$ cat src/rtl/hpu_pkg.sv
// Shared types and constants for the result packer.
// RESULT_PACKER_FLUSH_EN adds a strobe selector bit to each stored beat.
package hpu_pkg;

  localparam int unsigned RESULT_W = 32;
  localparam int unsigned STREAM_W = 64;

  localparam logic [7:0] STRB_FULL = 8'hff;
  localparam logic [7:0] STRB_LO   = 8'h0f;

  typedef enum logic [1:0] {
    IDLE  = 2'd0,
    RUN   = 2'd1,
    DRAIN = 2'd2
  } state_t;

  typedef struct packed {
`ifdef RESULT_PACKER_FLUSH_EN
    logic                strb_lo;
`endif
    logic                last;
    logic [STREAM_W-1:0] data;
  } beat_t;

endpackage

$ cat src/rtl/result_packer_beat_fifo.sv
// Synchronous show-ahead FIFO; full/empty decoded from the registered count,
// so a pop never frees a slot for a push in the same cycle.
module beat_fifo #(
  parameter int unsigned DEPTH = 4,
  parameter int unsigned W     = 65
) (
  input  logic         clk,
  input  logic         rst,
  input  logic         push,
  input  logic [W-1:0] wdata,
  input  logic         pop,
  output logic [W-1:0] rdata,
  output logic         full,
  output logic         empty
);

  localparam int unsigned AW = $clog2(DEPTH);

  logic [W-1:0]  mem [DEPTH];
  logic [AW-1:0] wr_ptr;
  logic [AW-1:0] rd_ptr;
  logic [AW:0]   count;
  logic          do_push;
  logic          do_pop;

  assign full    = (count == (AW+1)'(DEPTH));
  assign empty   = (count == '0);
  assign do_push = push & ~full;
  assign do_pop  = pop & ~empty;
  assign rdata   = mem[rd_ptr];

  always_ff @(posedge clk or posedge rst) begin
    if (rst) begin
      for (int i = 0; i < int'(DEPTH); i++) mem[i] <= '0;
      wr_ptr <= '0;
      rd_ptr <= '0;
      count  <= '0;
    end else begin
      if (do_push) begin
        mem[wr_ptr] <= wdata;
        wr_ptr      <= wr_ptr + AW'(1);
      end
      if (do_pop) rd_ptr <= rd_ptr + AW'(1);
      if (do_push && !do_pop)      count <= count + (AW+1)'(1);
      else if (do_pop && !do_push) count <= count - (AW+1)'(1);
    end
  end

endmodule

$ cat src/rtl/result_packer.sv
// Packs pairs of 32-bit result words into framed 64-bit stream beats.
// Optional RESULT_PACKER_FLUSH_EN adds a flush input that closes a packet early.
module result_packer
  import hpu_pkg::*;
#(
  parameter int unsigned DEPTH = 4,
  parameter int unsigned LEN_W = 16
) (
  input  logic                clk,
  input  logic                rst,
  input  logic                start,
  input  logic [LEN_W-1:0]    beat_num,
  input  logic                res_valid,
  input  logic [RESULT_W-1:0] res_data,
  output logic                res_ready,
  output logic                dst_valid,
  output logic [STREAM_W-1:0] dst_data,
  output logic [7:0]          dst_strb,
  output logic                dst_last,
  input  logic                dst_ready,
`ifdef RESULT_PACKER_FLUSH_EN
  input  logic                flush,
`endif
  output logic                busy,
  output logic                done
);

  state_t              state_q, state_d;
  logic                half_q, half_d;
  logic [RESULT_W-1:0] lo_q, lo_d;
  logic [LEN_W-1:0]    cnt_q, cnt_d;
  logic [LEN_W-1:0]    num_q, num_d;
  logic                push;
  beat_t               push_beat;
  beat_t               head;
  logic                fifo_full;
  logic                fifo_empty;
  logic                pop;
  logic                end_beat;
`ifdef RESULT_PACKER_FLUSH_EN
  logic                force_last_q, force_last_d;
  logic                pend_q, pend_d;
  logic                flush_req;
`endif

  always_ff @(posedge clk or posedge rst) begin
    if (rst) begin
      state_q <= IDLE;
      half_q  <= 1'b0;
      lo_q    <= '0;
      cnt_q   <= '0;
      num_q   <= '0;
`ifdef RESULT_PACKER_FLUSH_EN
      force_last_q <= 1'b0;
      pend_q       <= 1'b0;
`endif
    end else begin
      state_q <= state_d;
      half_q  <= half_d;
      lo_q    <= lo_d;
      cnt_q   <= cnt_d;
      num_q   <= num_d;
`ifdef RESULT_PACKER_FLUSH_EN
      force_last_q <= force_last_d;
      pend_q       <= pend_d;
`endif
    end
  end

  always_comb begin
    state_d   = state_q;
    half_d    = half_q;
    lo_d      = lo_q;
    cnt_d     = cnt_q;
    num_d     = num_q;
    push      = 1'b0;
    push_beat = '0;
    res_ready = 1'b0;
    done      = 1'b0;
    end_beat  = 1'b0;
`ifdef RESULT_PACKER_FLUSH_EN
    force_last_d = force_last_q;
    pend_d       = pend_q;
    flush_req    = flush | pend_q;
`endif
    case (state_q)
      IDLE: begin
        if (start) begin
          num_d   = beat_num;
          cnt_d   = '0;
          half_d  = 1'b0;
          state_d = RUN;
`ifdef RESULT_PACKER_FLUSH_EN
          force_last_d = 1'b0;
          pend_d       = 1'b0;
`endif
        end
      end
      RUN: begin
        res_ready = ~fifo_full;
`ifdef RESULT_PACKER_FLUSH_EN
        // A flush that closes or abandons the packet blocks further words.
        if (flush_req && (half_q || cnt_q == '0)) res_ready = 1'b0;
`endif
        if (res_valid && res_ready) begin
          if (!half_q) begin
            lo_d   = res_data;
            half_d = 1'b1;
          end else begin
            end_beat = (cnt_q == num_q);
`ifdef RESULT_PACKER_FLUSH_EN
            end_beat = end_beat | force_last_q;
`endif
            push           = 1'b1;
            push_beat.data = {res_data, lo_q};
            push_beat.last = end_beat;
            half_d         = 1'b0;
            cnt_d          = cnt_q + LEN_W'(1);
            if (end_beat) state_d = DRAIN;
          end
        end
`ifdef RESULT_PACKER_FLUSH_EN
        if (flush_req) begin
          pend_d = 1'b0;
          if (half_q) begin
            // Pad the dangling word into a half beat; wait for space if full.
            if (!fifo_full) begin
              push              = 1'b1;
              push_beat.data    = {32'h0, lo_q};
              push_beat.last    = 1'b1;
              push_beat.strb_lo = 1'b1;
              half_d            = 1'b0;
              state_d           = DRAIN;
            end else begin
              pend_d = 1'b1;
            end
          end else if (cnt_q == '0) begin
            state_d = IDLE;
          end else begin
            force_last_d = 1'b1;
          end
        end
`endif
      end
      DRAIN: begin
        if (fifo_empty) begin
          state_d = IDLE;
          done    = 1'b1;
        end
      end
      default: state_d = IDLE;
    endcase
  end

  assign pop = dst_valid & dst_ready;

  beat_fifo #(
    .DEPTH (DEPTH),
    .W     ($bits(beat_t))
  ) u_fifo (
    .clk   (clk),
    .rst   (rst),
    .push  (push),
    .wdata (push_beat),
    .pop   (pop),
    .rdata (head),
    .full  (fifo_full),
    .empty (fifo_empty)
  );

  assign busy      = (state_q != IDLE);
  assign dst_valid = ~fifo_empty;
  assign dst_data  = head.data;
  assign dst_last  = head.last;
`ifdef RESULT_PACKER_FLUSH_EN
  assign dst_strb  = head.strb_lo ? STRB_LO : STRB_FULL;
`else
  assign dst_strb  = STRB_FULL;
`endif

endmodule

$ cat config.mk
export PLATFORM = sky130hd
export DESIGN_NAME = result_packer
export DESIGN_NICKNAME = d
export VERILOG_FILES = /design/src/rtl/hpu_pkg.sv /design/src/rtl/result_packer_beat_fifo.sv /design/src/rtl/result_packer.sv
export SDC_FILE = /design/constraint.sdc
export NUM_CORES = 1
export LEC_CHECK = 0
export BUFFER_PORTS_ARGS = -buffer_cell sky130_fd_sc_hd__buf_2
export CORE_MARGIN = 3
export CORE_UTILIZATION = 60
export DETAILED_ROUTE_END_ITERATION = 6
export PLACE_DENSITY_LB_ADDON = 0.12
export SLEW_MARGIN = 30
export SYNTH_ARGS = -nofsm -noshare
export SYNTH_HDL_FRONTEND = slang
export SYNTH_SLANG_ARGS = --single-unit
$ cat constraint.sdc
create_clock -name clk -period 18.5 [get_ports clk]
set_input_delay 3.7 -clock clk [delete_from_list [all_inputs] [get_ports clk]]
set_output_delay 3.7 -clock clk [all_outputs]
set_load 0.1 [all_outputs]
==> key figures <==
Outcome
  – Outcome: finished clean

Worst setup path
  – Reg2Reg Setup Slack: 15530 ps
  – Crit-path cells: buf_4 -> mux4_2 -> buf_2
  – Crit-path max FO: 38
  – Req. time, crit path: 14800 ps
  – Type of origin of the critical path: register
  – CP max stage delay: 790 ps
  – Cell family with most CP delay: buffers and inverters
  – Critical path's slowest cell: dfrtp_4
  – Crit. End Element: output pin
  – Crit path DAT: about 3000 ps
  – Crit Path Class: register to output pin
  – WP buf/inv: 2

Timing
  – Max Clk Rate: between 100 and 150 MHz
  – Minimum clock period: 6700 ps
  – Slew margin rel.: 0.315
  – Final hold vios: 0
  – Worst slew pin tran: 1030 ps
  – RSZ-0062 raised after global routing: false
  – Final Slew Violations: 0
  – Worst Skew: 8.19 ps
  – Final Hold Slack: between 400 and 500 ps
  – Final setup violation count: 0
  – Worst setup margin: between 10000 and 15000 ps
  – Fin crit share: 0.362
  – Total negative setup slack: 0 ps

Die
  – Core ar.: 25500 um2
  – Row count: 58
  – Initial Util: 0.616
  – Die Area: 28100 um2
  – IO Pins: 130
  – Die W: 168 um
  – Die Y: around 170 um

Placed design
  – Area after DPL: around 16000 um2
  – Pre-CTS WS: between 10000 and 15000 ps
  – Routability cong.: approximately 0.73
  – DP Wirelength: 18000 um
  – # port buffers: 121

Final layout
  – Fin nets: about 1100
  – Layout area overhead: 10.4%
  – FILL cells: roughly 1800
  – Final instance area: 17300 um2
  – Layout cells sized above 1: 0.514
  – N_diodes: 0

GRT
  – Vias in the first global route: 8732
  – Largest net degree at the start of global routing: ~130
  – Global-route wire length before repair: 49800 um
  – Total Routing Usage GR: 0.219
  – Initial antenna violation count: 2
  – Grt ovf: 0

Yosys
  – Most used DFF post-synth: dfrtp_1
  – Top cells by area, synth: dfrtp_1 (53%), mux2_4 (19%), mux4_2 (9.3%)
  – YS warnings: 0
  – FF+latch count, synth: 334
  – Largest area contributor in the netlist: dfrtp_1
  – Synth cell count leaders: dfrtp_1 (334), mux2_4 (200), mux2_2 (93)
  – Post-Syn Area: 15700 um2
  – Post-synth EDFFs: 0
  – Top cell type's share of synthesized area: 0.532
  – Most numerous cell in the Yosys netlist: dfrtp_1
  – Sequential area share after synthesis: 0.532
  – Synthesized instance count: approximately 940
  – Mean Syn Cell Area: about 17 um2
  – Cell variety after synth: 47
  – Post-synth ARST share: 1.00

Clock network
  – Clock Latency Late Sink: 500 ps
  – CTS resizes: 0
  – Max clock buf depth: 3
  – Sink Count: 334
  – Hold-fix buffers, CTS: 0
  – CTS tree: yes
  – Total CTS buffers: 37
  – CTS root buf: clkbuf_16
  – Clk slew on worst S/H paths: 60 ps
  – H-tree depth: 2
  – Post-CTS Setup Inserts: 0

Drt
  – 1st-iter DRT viols: 524
  – Drt drc: 0
  – Via count: 8155
  – Avg WL per Cell: 21.3 um
  – Total wire length: 30000 um
  – Detailed Routing Iterations Pass 1: 4
  – Post-DR vias/cell: between 5 and 6
  – Antenna-violating nets left: 0

Flow run
  – Max-capacitance violation count: 0

Hold path
  – HP Class: register to register
==> area by class of cell <==
cell class,instances,area (um2),share of cell area
inverters,9,41.3,0.00238
clock inverters,7,87.6,0.00505
clock buffers,55,1060,0.0614
repair buffers,132,704,0.0406
flip-flops and latches,334,8370,0.483
multi-input cells,542,6660,0.384
well taps,330,413,0.0238
==> cell usage in the layout, fill, tap and decap left out, drive strengths merged, types with 4 or more instances in the layout <==
master and instances:
xor2 4, o31ai 5, clkbuf 55, nand2 63, nand3 6, ha 6
xnor2 20, or4 4, a21oi 11, conb 8, clkinv 4, or3 6
mux2 293, mux4 65, dfrtp 334, nand4 8, nor2 8, buf 132
inv 9, o21ai 6
==> per-stage QoR <==
stage / utilization / cells
after floorplan: - / 949
after global placement: 0.634 / 1346
after detailed placement: 0.635 / 1347
after CTS: 0.680 / 1409
after global routing: 0.680 / 1409
final: 0.680 / 1409
==> routing by layer <==
layer	share of wire	vias to the layer above	GRT usage	routed length [um]
met3	0.042	46	0.0392	1270
li1	-	3645	-	-
met4	0.018	4	0.0516	553
met5	0.00093	-	0	28
met2	0.48	145	0.343	14300
met1	0.46	4315	0.325	13800
==> cell families after synthesis <==
kind of cell / after synthesis / synth area share
other: 1 / 0.000239
AND/OR/NAND/NOR: 116 / 0.0385
flip-flops: 334 / 0.532
XOR/XNOR: 24 / 0.0134
buffers and inverters: 73 / 0.0467
adder cells (fa/ha/maj): 7 / 0.00606
AO/OA/AOI/OAI: 28 / 0.0109
multiplexers: 359 / 0.352
==> worst paths after layout <==
| check | start | end | cells past startpoint |
|---|---|---|---|
| min | num_q[5]$_DFFE_PP0P_ | num_q[5]$_DFFE_PP0P_ | 2 |
| max reg2reg | u_fifo.count[1]$_DFFE_PP0P_ | u_fifo.mem[64]$_DFFE_PP0P_ | 5 |
| max in group asynchronous | rst | cnt_q[9]$_DFFE_PP0P_ | 4 |
| min in group asynchronous | rst | u_fifo.mem[15]$_DFFE_PP0P_ | 2 |
| min reg2reg | num_q[5]$_DFFE_PP0P_ | num_q[5]$_DFFE_PP0P_ | 2 |
| max | u_fifo.rd_ptr[1]$_DFFE_PP0P_ | dst_data[63] | 3 |
==> worst register-to-register path, delay by kind of cell (launching register included) <==
family	cells	cell delay [ps]
buffers and inverters	1	870
DFF	1	430
muxes	1	470
and+or+nand+nor	3	1080
==> sequential cells by signal, indices dropped and copies added (netlist names) <==
signal         cells
u_fifo.mem       260
lo_q              32
cnt_q             16
num_q             16
u_fifo.count       3
state_q            2
u_fifo.rd_ptr      2
u_fifo.wr_ptr      2
half_q             1
Power is not shown: default switching activity piles up to over one toggle a cycle in this logic, so the estimate is an artifact.
